<file path="src/rtl/pipes.sv">
// Shared types for the fetch front end.
//   fetch_state_t    : fetch FSM states
//   fetch_entry_t    : one buffered entry handed to decode {pc, raw_instr, exc}
//   PC_RESET_DEFAULT : default first fetch address after reset
package pipes;

  localparam logic [63:0] PC_RESET_DEFAULT = 64'h8000_0000;

  typedef enum logic [1:0] {
    IDLE,
    REQ,
    DISCARD
  } fetch_state_t;

  typedef struct packed {
    logic [63:0] pc;
    logic [31:0] raw_instr;
    logic        exc;
  } fetch_entry_t;

endpackage

</file>
<file path="src/rtl/fetch_fifo.sv">
// Small FIFO of fetch_entry_t between the fetch FSM and decode.
//   clk, resetn : clock, asynchronous active-low reset
//   flush       : synchronous clear, wins over push and pop
//   push, entry : write one entry (ignored when full)
//   pop         : drop the head entry (ignored when empty)
//   head        : registered head entry
//   count       : number of valid entries
module fetch_fifo
  import pipes::*;
#(
  parameter int unsigned DEPTH = 2
) (
  input  logic                   clk,
  input  logic                   resetn,
  input  logic                   flush,
  input  logic                   push,
  input  fetch_entry_t           entry,
  input  logic                   pop,
  output fetch_entry_t           head,
  output logic [$clog2(DEPTH):0] count
);

  localparam int unsigned PtrW = $clog2(DEPTH);
  localparam int unsigned CntW = PtrW + 1;

  fetch_entry_t    mem_q [DEPTH];
  logic [PtrW-1:0] rd_q, wr_q;
  logic [CntW-1:0] count_q;
  logic            do_push, do_pop;

  assign do_push = push && (count_q < CntW'(DEPTH));
  assign do_pop  = pop && (count_q != '0);

  always_ff @(posedge clk or negedge resetn) begin
    if (!resetn) begin
      for (int i = 0; i < int'(DEPTH); i++) mem_q[i] <= '0;
      rd_q    <= '0;
      wr_q    <= '0;
      count_q <= '0;
    end else if (flush) begin
      rd_q    <= '0;
      wr_q    <= '0;
      count_q <= '0;
    end else begin
      if (do_push) begin
        mem_q[wr_q] <= entry;
        wr_q        <= wr_q + 1'b1;
      end
      if (do_pop) rd_q <= rd_q + 1'b1;
      count_q <= count_q + CntW'(do_push) - CntW'(do_pop);
    end
  end

  assign head  = mem_q[rd_q];
  assign count = count_q;

endmodule

</file>
<file path="src/rtl/fetch_unit.sv">
// Instruction fetch front end: owns the PC, issues one word request at a time on
// the instruction bus and buffers {pc, raw_instr, exc} for decode.
//   clk, resetn            : clock, asynchronous active-low reset
//   ireq_valid/ireq_addr   : bus request, held stable until iresp_data_ok
//   iresp_addr_ok          : informational, unused
//   iresp_data_ok/_data    : read data, completes the request
//   redirect_valid/_pc     : taken branch/jump from execute, flushes the buffer
//   out_valid/out_ready    : handshake to decode
//   out_pc/out_raw_instr   : head entry
//   out_exc                : misaligned-fetch marker
// Optional feature macro: FETCH_MISALIGN_EXC_EN. When defined a misaligned PC
// produces an exception entry and halts fetch until the next redirect; otherwise
// the PC is forced aligned and out_exc is tied low.
module fetch_unit
  import pipes::*;
#(
  parameter logic [63:0] PC_RESET   = PC_RESET_DEFAULT,
  parameter int unsigned FIFO_DEPTH = 2
) (
  input  logic        clk,
  input  logic        resetn,
  output logic        ireq_valid,
  output logic [63:0] ireq_addr,
  input  logic        iresp_addr_ok,
  input  logic        iresp_data_ok,
  input  logic [31:0] iresp_data,
  input  logic        redirect_valid,
  input  logic [63:0] redirect_pc,
  output logic        out_valid,
  input  logic        out_ready,
  output logic [63:0] out_pc,
  output logic [31:0] out_raw_instr,
  output logic        out_exc
);

  localparam int unsigned CntW = $clog2(FIFO_DEPTH) + 1;

  fetch_state_t    state_q, state_d;
  logic [63:0]     pc_q, pc_d;
  logic [63:0]     addr_q, addr_d;
  logic [63:0]     pc_al;
  logic            push, pop, space;
  fetch_entry_t    push_entry, head;
  logic [CntW-1:0] count;

  logic unused_addr_ok;
  assign unused_addr_ok = iresp_addr_ok;

  assign pc_al = {pc_q[63:2], 2'b00};
  // Space is judged on registered occupancy, so a pop frees a slot next cycle.
  assign space = count < CntW'(FIFO_DEPTH);
  assign pop   = out_valid && out_ready;

`ifdef FETCH_MISALIGN_EXC_EN
  logic halt_q, halt_d;

  always_ff @(posedge clk or negedge resetn) begin
    if (!resetn) halt_q <= 1'b0;
    else         halt_q <= halt_d;
  end
`else
  logic [1:0] unused_pc_lo;
  assign unused_pc_lo = pc_q[1:0];
`endif

  always_comb begin
    state_d    = state_q;
    pc_d       = pc_q;
    addr_d     = addr_q;
    push       = 1'b0;
    push_entry = '0;
`ifdef FETCH_MISALIGN_EXC_EN
    halt_d     = redirect_valid ? 1'b0 : halt_q;
`endif
    unique case (state_q)
      IDLE: begin
        if (redirect_valid) begin
          pc_d = redirect_pc;
        end else if (space) begin
`ifdef FETCH_MISALIGN_EXC_EN
          if (pc_q[1:0] != 2'b00) begin
            if (!halt_q) begin
              push       = 1'b1;
              push_entry = '{pc: pc_q, raw_instr: 32'h0, exc: 1'b1};
              halt_d     = 1'b1;
            end
          end else begin
            state_d = REQ;
            addr_d  = pc_q;
          end
`else
          state_d = REQ;
          addr_d  = pc_al;
`endif
        end
      end
      REQ: begin
        if (redirect_valid) begin
          pc_d    = redirect_pc;
          state_d = iresp_data_ok ? IDLE : DISCARD;
        end else if (iresp_data_ok) begin
          push       = 1'b1;
          push_entry = '{pc: pc_al, raw_instr: iresp_data, exc: 1'b0};
          pc_d       = pc_al + 64'd4;
          state_d    = IDLE;
        end
      end
      DISCARD: begin
        if (redirect_valid) pc_d = redirect_pc;
        if (iresp_data_ok) state_d = IDLE;
      end
      default: state_d = IDLE;
    endcase
  end

  always_ff @(posedge clk or negedge resetn) begin
    if (!resetn) begin
      state_q <= IDLE;
      pc_q    <= PC_RESET;
      addr_q  <= '0;
    end else begin
      state_q <= state_d;
      pc_q    <= pc_d;
      addr_q  <= addr_d;
    end
  end

  fetch_fifo #(
    .DEPTH(FIFO_DEPTH)
  ) u_fifo (
    .clk   (clk),
    .resetn(resetn),
    .flush (redirect_valid),
    .push  (push),
    .entry (push_entry),
    .pop   (pop),
    .head  (head),
    .count (count)
  );

  assign ireq_valid    = (state_q != IDLE);
  assign ireq_addr     = addr_q;
  assign out_valid     = (count != '0);
  assign out_pc        = head.pc;
  assign out_raw_instr = head.raw_instr;
`ifdef FETCH_MISALIGN_EXC_EN
  assign out_exc       = head.exc;
`else
  logic unused_head_exc;
  assign unused_head_exc = head.exc;
  assign out_exc         = 1'b0;
`endif

endmodule

</file>
<file path="config.mk">
export PLATFORM = sky130hd
export DESIGN_NAME = fetch_unit
export DESIGN_NICKNAME = d
export VERILOG_FILES = /design/src/rtl/pipes.sv /design/src/rtl/fetch_fifo.sv /design/src/rtl/fetch_unit.sv
export SDC_FILE = /design/constraint.sdc
export NUM_CORES = 1
export LEC_CHECK = 0
export CAP_MARGIN = 0
export CORE_MARGIN = 2
export CORE_UTILIZATION = 57
export DETAILED_ROUTE_END_ITERATION = 6
export PLACE_DENSITY = 0.83
export SYNTH_ARGS = -nofsm -noshare
export SYNTH_HDL_FRONTEND = slang
export SYNTH_SLANG_ARGS = --single-unit
</file>
<file path="constraint.sdc">
create_clock -name clk -period 7.1 [get_ports clk]
set_clock_uncertainty 0.2 [all_clocks]
set_input_delay 1.42 -clock clk [delete_from_list [all_inputs] [get_ports clk]]
set_output_delay 1.42 -clock clk [all_outputs]
set_load 0.01 [all_outputs]
</file>
# Yosys cells after proc, flatten, opt, wreduce, memory -nomap -nowiden
# Index checks and enable logic that the tools add are counted.
[totals] reg_bits=326 inputBits=102 wordCells=72
[classes] n_addsub=5 magnitude_cmp=4 eq_ne=6 n_mux=27 bitwise_logic=3 reduce_logical=15
[op_table] cell="$mux 97" count=7
[op_table] cell="$bwmux 194" count=1
[op_table] cell="$mux 64" count=3
[op_table] cell="$pmux 64 s2" count=1
[op_table] cell="$demux 97 s1" count=1
[op_table] cell="$add 64x3->64 const B" count=1
[op_table] cell="$mux 2" count=6
[op_table] cell="$reduce_bool 2->1" count=5
[op_table] cell="$mux 1" count=7
[op_table] cell="$pmux 2 s3" count=1
[op_table] cell="$reduce_and 3->1" count=2
[op_table] cell="$ge 2x2->1 const B" count=2
[op_table] cell="$logic_and 1x1->1" count=4
[op_table] cell="$ne 2x2->1 const B" count=2
[op_table] cell="$not 1->2" count=2
[op_table] cell="$reduce_and 2->1" count=2
[op_table] cell="$ne 3x3->1 const B" count=1
[op_table] cell="$add 1x1->1 const B" count=2
[op_table] cell="$add 2x1->2" count=1
[op_table] cell="$eq 2x1->1 const B" count=1
[op_table] cell="$eq 2x2->1 const B" count=1
[op_table] cell="$logic_not 2->1" count=1
[op_table] cell="$lt 2x1->1 const B" count=1
[op_table] cell="$lt 2x2->1 const B" count=1
[op_table] cell="4 further kinds" count=4

# Longest topological paths before layout
# Gate-level depths: netlist (run 1).
[logic_depth] depth_word=7 depth_mapped=9 ltp_nobuf=7

# Cells and area by module
# From an unflattened synthesis (run 1), not the netlist that was laid out.
[hier_totals] cells_unflattened=1312 hier_area_um2=15698.8
[modules_own_cells] mod="fetch_fifo" n_inst=1 cells_each=537 area_each_um2=8543.2 seq_area_each_um2=4954.8
[modules_own_cells] mod="fetch_unit" n_inst=1 cells_each=775 area_each_um2=7155.6 seq_area_each_um2=3154.3

# Worst setup path after synthesis (run 1)
# OpenSTA, ideal clock, no wires.
[synth_path] kind="reg-to-output" start="register u_fifo.rd_q" end="output out_pc[10]" arrival_time_ns=1.524 required_time_ns=5.480 path_slack_ns=3.956 stages_incl_launch_ff=5 path_cell_list="dfrtp_1 clkbuf_1 buf_1 clkbuf_1 mux2_2"
[synth_via] elab_chain_len=4
[synth_rtl] item="from (decl)" line="fetch_fifo.sv:27" rtl="logic [PtrW-1:0] rd_q, wr_q;"
[synth_rtl] item="from (signal assigned)" line="fetch_fifo.sv:49" rtl="if (do_pop) rd_q <= rd_q + 1'b1;"
[synth_rtl] item="$not 1->2 (implied by the code)" line="fetch_fifo.sv:54" rtl="assign head = mem_q[rd_q];"
[synth_rtl] item="$mux 97 (implied by the code) (3 in series)" line="fetch_fifo.sv:54"
[synth_rtl] item="to (decl)" line="fetch_unit.sv:31" rtl="output logic [63:0] out_pc,"
# Every way passes these cells. The select of a mux whose other input is x is not followed.

# Worst setup path after layout (run 1)
[layout_path] start="register u_fifo.rd_q" end="output out_pc[33]"
# Same word-level chain as after synthesis.

==> qor.yml, run 1 <==
status:
  run_status: "finished clean"
placement:
  preCtsSetupSlack_ns: 2.410
  place.gp.congestion: 0.9720
  dp_hpwl_um: 28840
  dp.cells: 2087
  placedInstanceArea_sq_um: 17800
  io_buffer_count: 256
critical_path:
  arrival_ns: 3.09
  critical_path_peak_fanout: 49
  r2r_end: "u_fifo.mem_q[101]"
  crit_path_end: "out_pc[33]"
  r2r_slack_ns: 3.68
  cp-end-kind: "primary output"
  critPathRequiredTime_ns: 5.48
  reg2reg_from: "state_q[0]"
  crit_type: "flop to primary output"
  rr_worst_depth: 7
  critPathLaunch: "u_fifo.rd_q"
  startpoint_type: "flop"
pwr:
  pwr_density_cell_nw_per_um2: 435.9
  p_leak_nw: 8.392
  vdd_drop_max_uv: 237.4
clocking:
  clk_path_buf_depth: 3
  htreeDepth: 2
  post_cts_buffers: 0
  clkLatencyLatePin_ns: 0.52
  postCtsHoldBufs: 0
  ctsRootBufferMaster: "clkbuf_16"
  cts.sinks: 318
  cts_inserted_buffers: 35
  clk_pin_slew_ns: 0.06
  cts_tree: "yes"
  cts-resized-gates: 0
route:
  post-route-drc-count: 0
  dr.first_iter.drc_count: 1532
  vias_per_cell: 6.128
  wl_um: 44310
  wl_per_cell_um: 20.70
  vias: 13120
  drtPass1Iterations: 5
  ant_nets: 0
global_route:
  grt_use_met2: 0.4831
  grt-ovfl-total: 0
  grt_pass1_vias: 12800
  gr-usage-all-layers: 0.3157
  grtUsageMet3: 0.05656
  groute.layer.met1.usage: 0.4505
  grt-busiest-layer: "met2"
  antenna_found_initial: 1
  grt_max_degree: 158
  grt_pass1_wl_um: 70470
yosys:
  syn_avg_cell_area_sq_um: 9.459
  yosys-mux-area-fraction: 0.1174
  synth_compound_area_frac: 0.09854
  synth_edf_count: 0
  synth_most_common_cell: "nand2_1"
  synth_fa_ha_area_frac: 0.002480
  ys_types: 60
  synth_top_family_by_area: "simple AND/OR/NAND/NOR gates"
  synthArstFlopShare: 1.000
  synth_commonest_cells: "501 x nand2_1, 317 x dfrtp_1, 156 x mux2_2"
  synth_top_area_cell: "dfrtp_1"
  yosysWarningCount: 0
  ys.flop_type: "dfrtp_1"
  ys_seq_elements: 318
  syn_inst: 1600
  yosys.area_share.simple: 0.2171
  seq_area_frac_synth: 0.5259
  netlist.area_leader.share: 0.5241
  synth_xor_area_frac: 0.001736
  syn_area_sq_um: 15130
  synth_area_leaders: "dfrtp_1 52%, nand2_1 12%, mux2_2 12%"
floorplan:
  fp.dieH_um: 166.9
  dieArea_sq_um: 27870
  rows: 59
  start_util: 0.5808
  core_area_sq_um: 26060
  ioPinCount: 265
  fp.dieW_um: 166.9
finish:
  design_area_sq_um: 18890
  syn_to_final_growth_pct: 24.83
  nFillCells: 1868
  fin_cells: 2141
  fin_nets: 1894
  drive_above_1_share: 0.1368
timing:
  worst_pin_slew_ns: 1.157
  hold_slack_ns: 0.2576
  period_share: 0.6641
  layout_setup_ws_ns: 2.385
  hold_viol_final: 0
  grt_setup_unrepaired: "false"
  min_period_ns: 4.715
  maxSlewViolCount: 0
  relSlewSlack: 0.2261
  clock.fmax_mhz: 212.1
  fin_setup_tns_ns: 0
  setup_viol: 0
job:
  maxCapViolations: 0
hold_path:
  hold_class: "flop to flop"
worst min path at each step:
| stage | depth (start not counted) | start | end |
|---|---|---|---|
| 2_1_floorplan | 2 | u_fifo.mem_q[21] | u_fifo.mem_q[21] |
| 3_3_place_gp | 2 | u_fifo.mem_q[27] | u_fifo.mem_q[27] |
| 3_5_place_dp | 2 | u_fifo.mem_q[36] | u_fifo.mem_q[36] |
| 4_1_cts | 2 | u_fifo.mem_q[36] | u_fifo.mem_q[36] |
| 5_1_grt | 2 | u_fifo.mem_q[36] | u_fifo.mem_q[36] |
| 6_report | 2 | u_fifo.mem_q[36] | u_fifo.mem_q[36] |
power by group:
part	leakage, nW	switching (mW)	internal, mW	total, mW
logic	3.83	1.48	1.69	3.17
clock network	0.544	0.710	1.06	1.77
registers	4.02	0.772	2.52	3.29
total	8.39	2.96	5.27	8.23
layout by cell type, fill, tap and decap left out, types with 8 or more instances in the layout:
cell type,netlist,final
a211oi_1,13,13
or3_1,11,10
clkbuf_16,0,35
a21oi_1,47,46
o22ai_1,8,8
o22a_1,9,9
a32oi_1,9,9
dfrtp_1,317,316
and3_1,17,17
clkdlybuf4s50_1,0,255
nor4_1,9,9
buf_4,6,17
and4_1,15,15
nor2_1,61,61
mux2_2,156,156
nand4_1,28,28
nor3_1,20,18
nand3_1,42,42
nand2_1,501,501
o21ai_0,99,99
a311oi_1,11,11
kinds of logic (layout without fill, tap and decap cells):
kind of cell,count (synthesis),in the layout
adders and majority gates,3,3
buffers and inverters,133,334
DFF,318,318
AOI/OAI and AO/OA,241,241
and+or+nand+nor,743,743
other,1,6
xor gates and xnor gates,3,3
muxes,158,158
registers in the layout, indices dropped and copies added, names as in the netlist:
| name | count |
|---|---|
| u_fifo.mem_q | 188 |
| ireq_addr | 62 |
| pc_q | 62 |
| state_q | 2 |
| u_fifo.count | 2 |
| u_fifo.rd_q | 1 |
| u_fifo.wr_q | 1 |
critical path: stages (launching register included):
cell	delay, ns
dfrtp_4	0.89
buf_4	0.70
mux2_2	0.42
clkdlybuf4s50_1	0.54
layout make-up:
type | instances | area (sq um) | area share
well taps | 335 | 419.2 | 0.02219
flip-flops and latches | 318 | 7963 | 0.4215
diodes | 1 | 2.502 | 0.0001325
clock inverters | 9 | 123.9 | 0.006557
inverters | 7 | 26.28 | 0.001391
multi-input cells | 1153 | 6673 | 0.3532
clock buffers | 44 | 969.7 | 0.05133
repair buffers | 274 | 2715 | 0.1437
metal layers:
layer / vias up / wire [um] / part of all wire
li1: 5880 / - / -
met5: - / 0 / 0
met3: 117 / 4072 / 0.092
met2: 731 / 20200 / 0.46
met4: 0 / 1536 / 0.035
met1: 6392 / 18500 / 0.42
metrics by stage:
| stage | power, mW | util |
|---|---|---|
| floorplan | 4.833 | - |
| global placement | 6.306 | 0.6829 |
| detailed placement | 6.425 | 0.6829 |
| CTS | 8.229 | 0.7249 |
| global route | 8.664 | 0.7250 |
| finish | 8.234 | 0.7250 |
Power figures use the tool's default switching activity.
==> run 2, diff against run 1 <==
--- a/config.mk
+++ b/config.mk
@@ -7,9 +7,9 @@
 export LEC_CHECK = 0
 export CAP_MARGIN = 0
 export CORE_MARGIN = 2
-export CORE_UTILIZATION = 57
+export CORE_UTILIZATION = 53
 export DETAILED_ROUTE_END_ITERATION = 6
-export PLACE_DENSITY = 0.83
+export PLACE_DENSITY = 0.78
 export SYNTH_ARGS = -nofsm -noshare
 export SYNTH_HDL_FRONTEND = slang
 export SYNTH_SLANG_ARGS = --single-unit
==> constraint.sdc (replaced) <==
create_clock -name clk -period 4.8 [get_ports clk]
set_clock_uncertainty 0.2 [all_clocks]
set_input_delay 0.96 -clock clk [delete_from_list [all_inputs] [get_ports clk]]
set_output_delay 0.96 -clock clk [all_outputs]
set_load 0.01 [all_outputs]
==> run 2 against run 1 <==
  * Worst hold slack better by 0.00097 ns
  * Non-clock buffer count rose by 8
  * Sequential share of layout area decreased by 0.30 points
  * Utilization is 4.4 points lower
  * Design area grew 0.72%
  * Via count fell by 0.68%
  * Cell count grew 2.7%
  * Setup slack worse by 1.4 ns
==> qor.yml, run 2 (same netlist as run 1, synthesis figures left out) <==
status:
  run_status: "finished clean"
clocking:
  cts_inserted_buffers: 35  # unchanged
  clkLatencyLatePin_ns: 0.51  # about the same
  htreeDepth: 2  # unchanged
  clk_pin_slew_ns: 0.06  # about the same
  clk_path_buf_depth: 3  # unchanged
  ctsRootBufferMaster: "clkbuf_16"
  post_cts_buffers: 0  # unchanged
  cts_tree: "yes"
  postCtsHoldBufs: 0  # unchanged
  cts.sinks: 318  # unchanged
  cts-resized-gates: 0  # unchanged
critical_path:
  cp-end-kind: "primary output"
  critical_path_peak_fanout: 56  # +14%
  arrival_ns: 2.67  # -0.42 ns
  crit_type: "flop to primary output"
  critPathRequiredTime_ns: 3.64  # -1.84 ns
  startpoint_type: "flop"
route:
  top_layer_used: "met4"
  post-route-drc-count: 0  # unchanged
  vias: 13030  # -0.68%
  wl_met1_um: 19010  # +2.8%
  dr.first_iter.drc_count: 1419  # -7.4%
  wl_met3_um: 3941  # -3.2%
  met2_length_um: 20630  # +2.2%
  wl_um: 44840  # +1.2%
  vias_per_cell: 5.929  # -3.3%
  ant_nets: 0  # unchanged
  drtPass1Iterations: 5  # unchanged
  wl_per_cell_um: 20.40  # -1.4%
finish:
  layout_commonest_cell: "nand2_1"
  multi_input_area_sq_um: 6673  # unchanged
  regMostFlops: "u_fifo.mem_q"
  largest_register_ffs: 188  # unchanged
  final_cell_mix: "501 x nand2_1, 316 x dfrtp_1, 255 x clkdlybuf4s50_1"
  nFillCells: 2155  # +15%
  regArea_sq_um: 7963  # unchanged
  fin_nets: 1902  # +0.42%
  drive_above_1_share: 0.1397  # +0.002872
  design_area_sq_um: 19030  # +0.72%
  syn_to_final_growth_pct: 25.72
placement:
  placedInstanceArea_sq_um: 17970  # +0.99%
  io_buffer_count: 256  # unchanged
  place.gp.congestion: 0.9191  # -5.4%
  dp_hpwl_um: 29660  # +2.8%
floorplan:
  fp.dieH_um: 173.0  # +3.6%
  start_util: 0.5418  # -0.03899
  dieArea_sq_um: 29920  # +7.4%
  core_area_sq_um: 27930  # +7.2%
  rows: 61  # +3.4%
  ioPinCount: 265  # unchanged
  fp.dieW_um: 173.0  # +3.6%
global_route:
  grt_max_degree: 135  # -15%
  gr-usage-all-layers: 0.2954  # -0.02033
  antenna_found_initial: 2  # +1
  grt_pass1_wl_um: 70320  # -0.22%
  grt-ovfl-total: 0  # unchanged
  grt_pass1_vias: 12600  # -1.5%
timing:
  fin_setup_tns_ns: 0  # unchanged
  hold_viol_final: 0  # unchanged
  setup_viol: 0  # unchanged
  clock.fmax_mhz: 260.8
  worst_pin_slew_ns: 1.046  # -0.1112 ns
  min_period_ns: 3.835
  grt_setup_unrepaired: "false"
  period_share: 0.7989
  maxSlewViolCount: 0  # unchanged
  relSlewSlack: 0.3026  # +0.07647
hold_path:
  hold_class: "flop to flop"
pwr:
  pwr_density_cell_nw_per_um2: 636.4  # +46%
  p_leak_nw: 8.425  # +0.39%
  vdd_drop_max_uv: 306.2  # +29%
job:
  maxCapViolations: 0  # unchanged
[run 2: cell count changes in the layout (fill, tap and decap cells not counted), sizes merged]
| cell | change |
|---|---|
| buf | +8 |
| diode | +1 |
| clkinvlp | +1 |
| bufinv | -2 |
| clkinv | +2 |
| clkbuf | +4 |
[run 2: worst paths after layout]
kind                       cells past startpoint              from           endpoint  slack [ns]
setup reg to reg                               5           pc_q[4]           pc_q[63]        1.71
hold reg to reg                                2  u_fifo.mem_q[24]   u_fifo.mem_q[24]        0.26
hold / removal                                 2  u_fifo.mem_q[24]   u_fifo.mem_q[24]        0.26
setup / recovery                               3       u_fifo.rd_q         out_pc[29]        0.97
max in group asynchronous                      2            resetn      ireq_addr[41]        3.07
min in group asynchronous                      1            resetn  u_fifo.mem_q[127]        0.38
[run 2: cell type report]
| type | instances | area share |
|---|---|---|
| timing repair buffer | 282 | 0.1491 |
| tap | 378 | 0.02486 |
| multi-input combinational | 1153 | 0.3507 |
| clock buffer | 48 | 0.05070 |
| inverter | 7 | 0.001381 |
| sequential | 318 | 0.4185 |
| clock inverter | 10 | 0.004472 |
| antenna | 2 | 0.0002630 |
[run 2: power by group]
part	leakage [nW]	switching, mW	internal, mW
Sequential	4.02	1.15	3.72
Combinational	3.89	2.20	2.53
Clock	0.517	1.05	1.46
Total	8.43	4.40	7.71
[run 2: worst max-delay path: stages, from the launching register on]
cell	delay (ns)
dfrtp_4	0.82
buf_12	0.39
mux2_2	0.38
clkdlybuf4s50_1	0.55
[run 2: through the flow]
step                      hold WS [ns]  utilization  cells  power [mW]  setup slack [ns]
after floorplan                 0.2331            -   1604       7.149             2.116
after global placement          0.2438       0.6434   2138       9.398             1.215
after detailed placement        0.2518       0.6434   2138       9.571             1.195
after CTS                       0.2647       0.6810   2196       12.12            0.9482
after global routing            0.2812       0.6811   2198       12.77            0.8647
final                           0.2586       0.6811   2198       12.11            0.9652
[run 2: layer usage]
layer  GRT usage  vias up
met1      0.4257     6394
met5           0        -
met4     0.09393        0
met3     0.05233       88
li1            -     5897
met2      0.4572      652
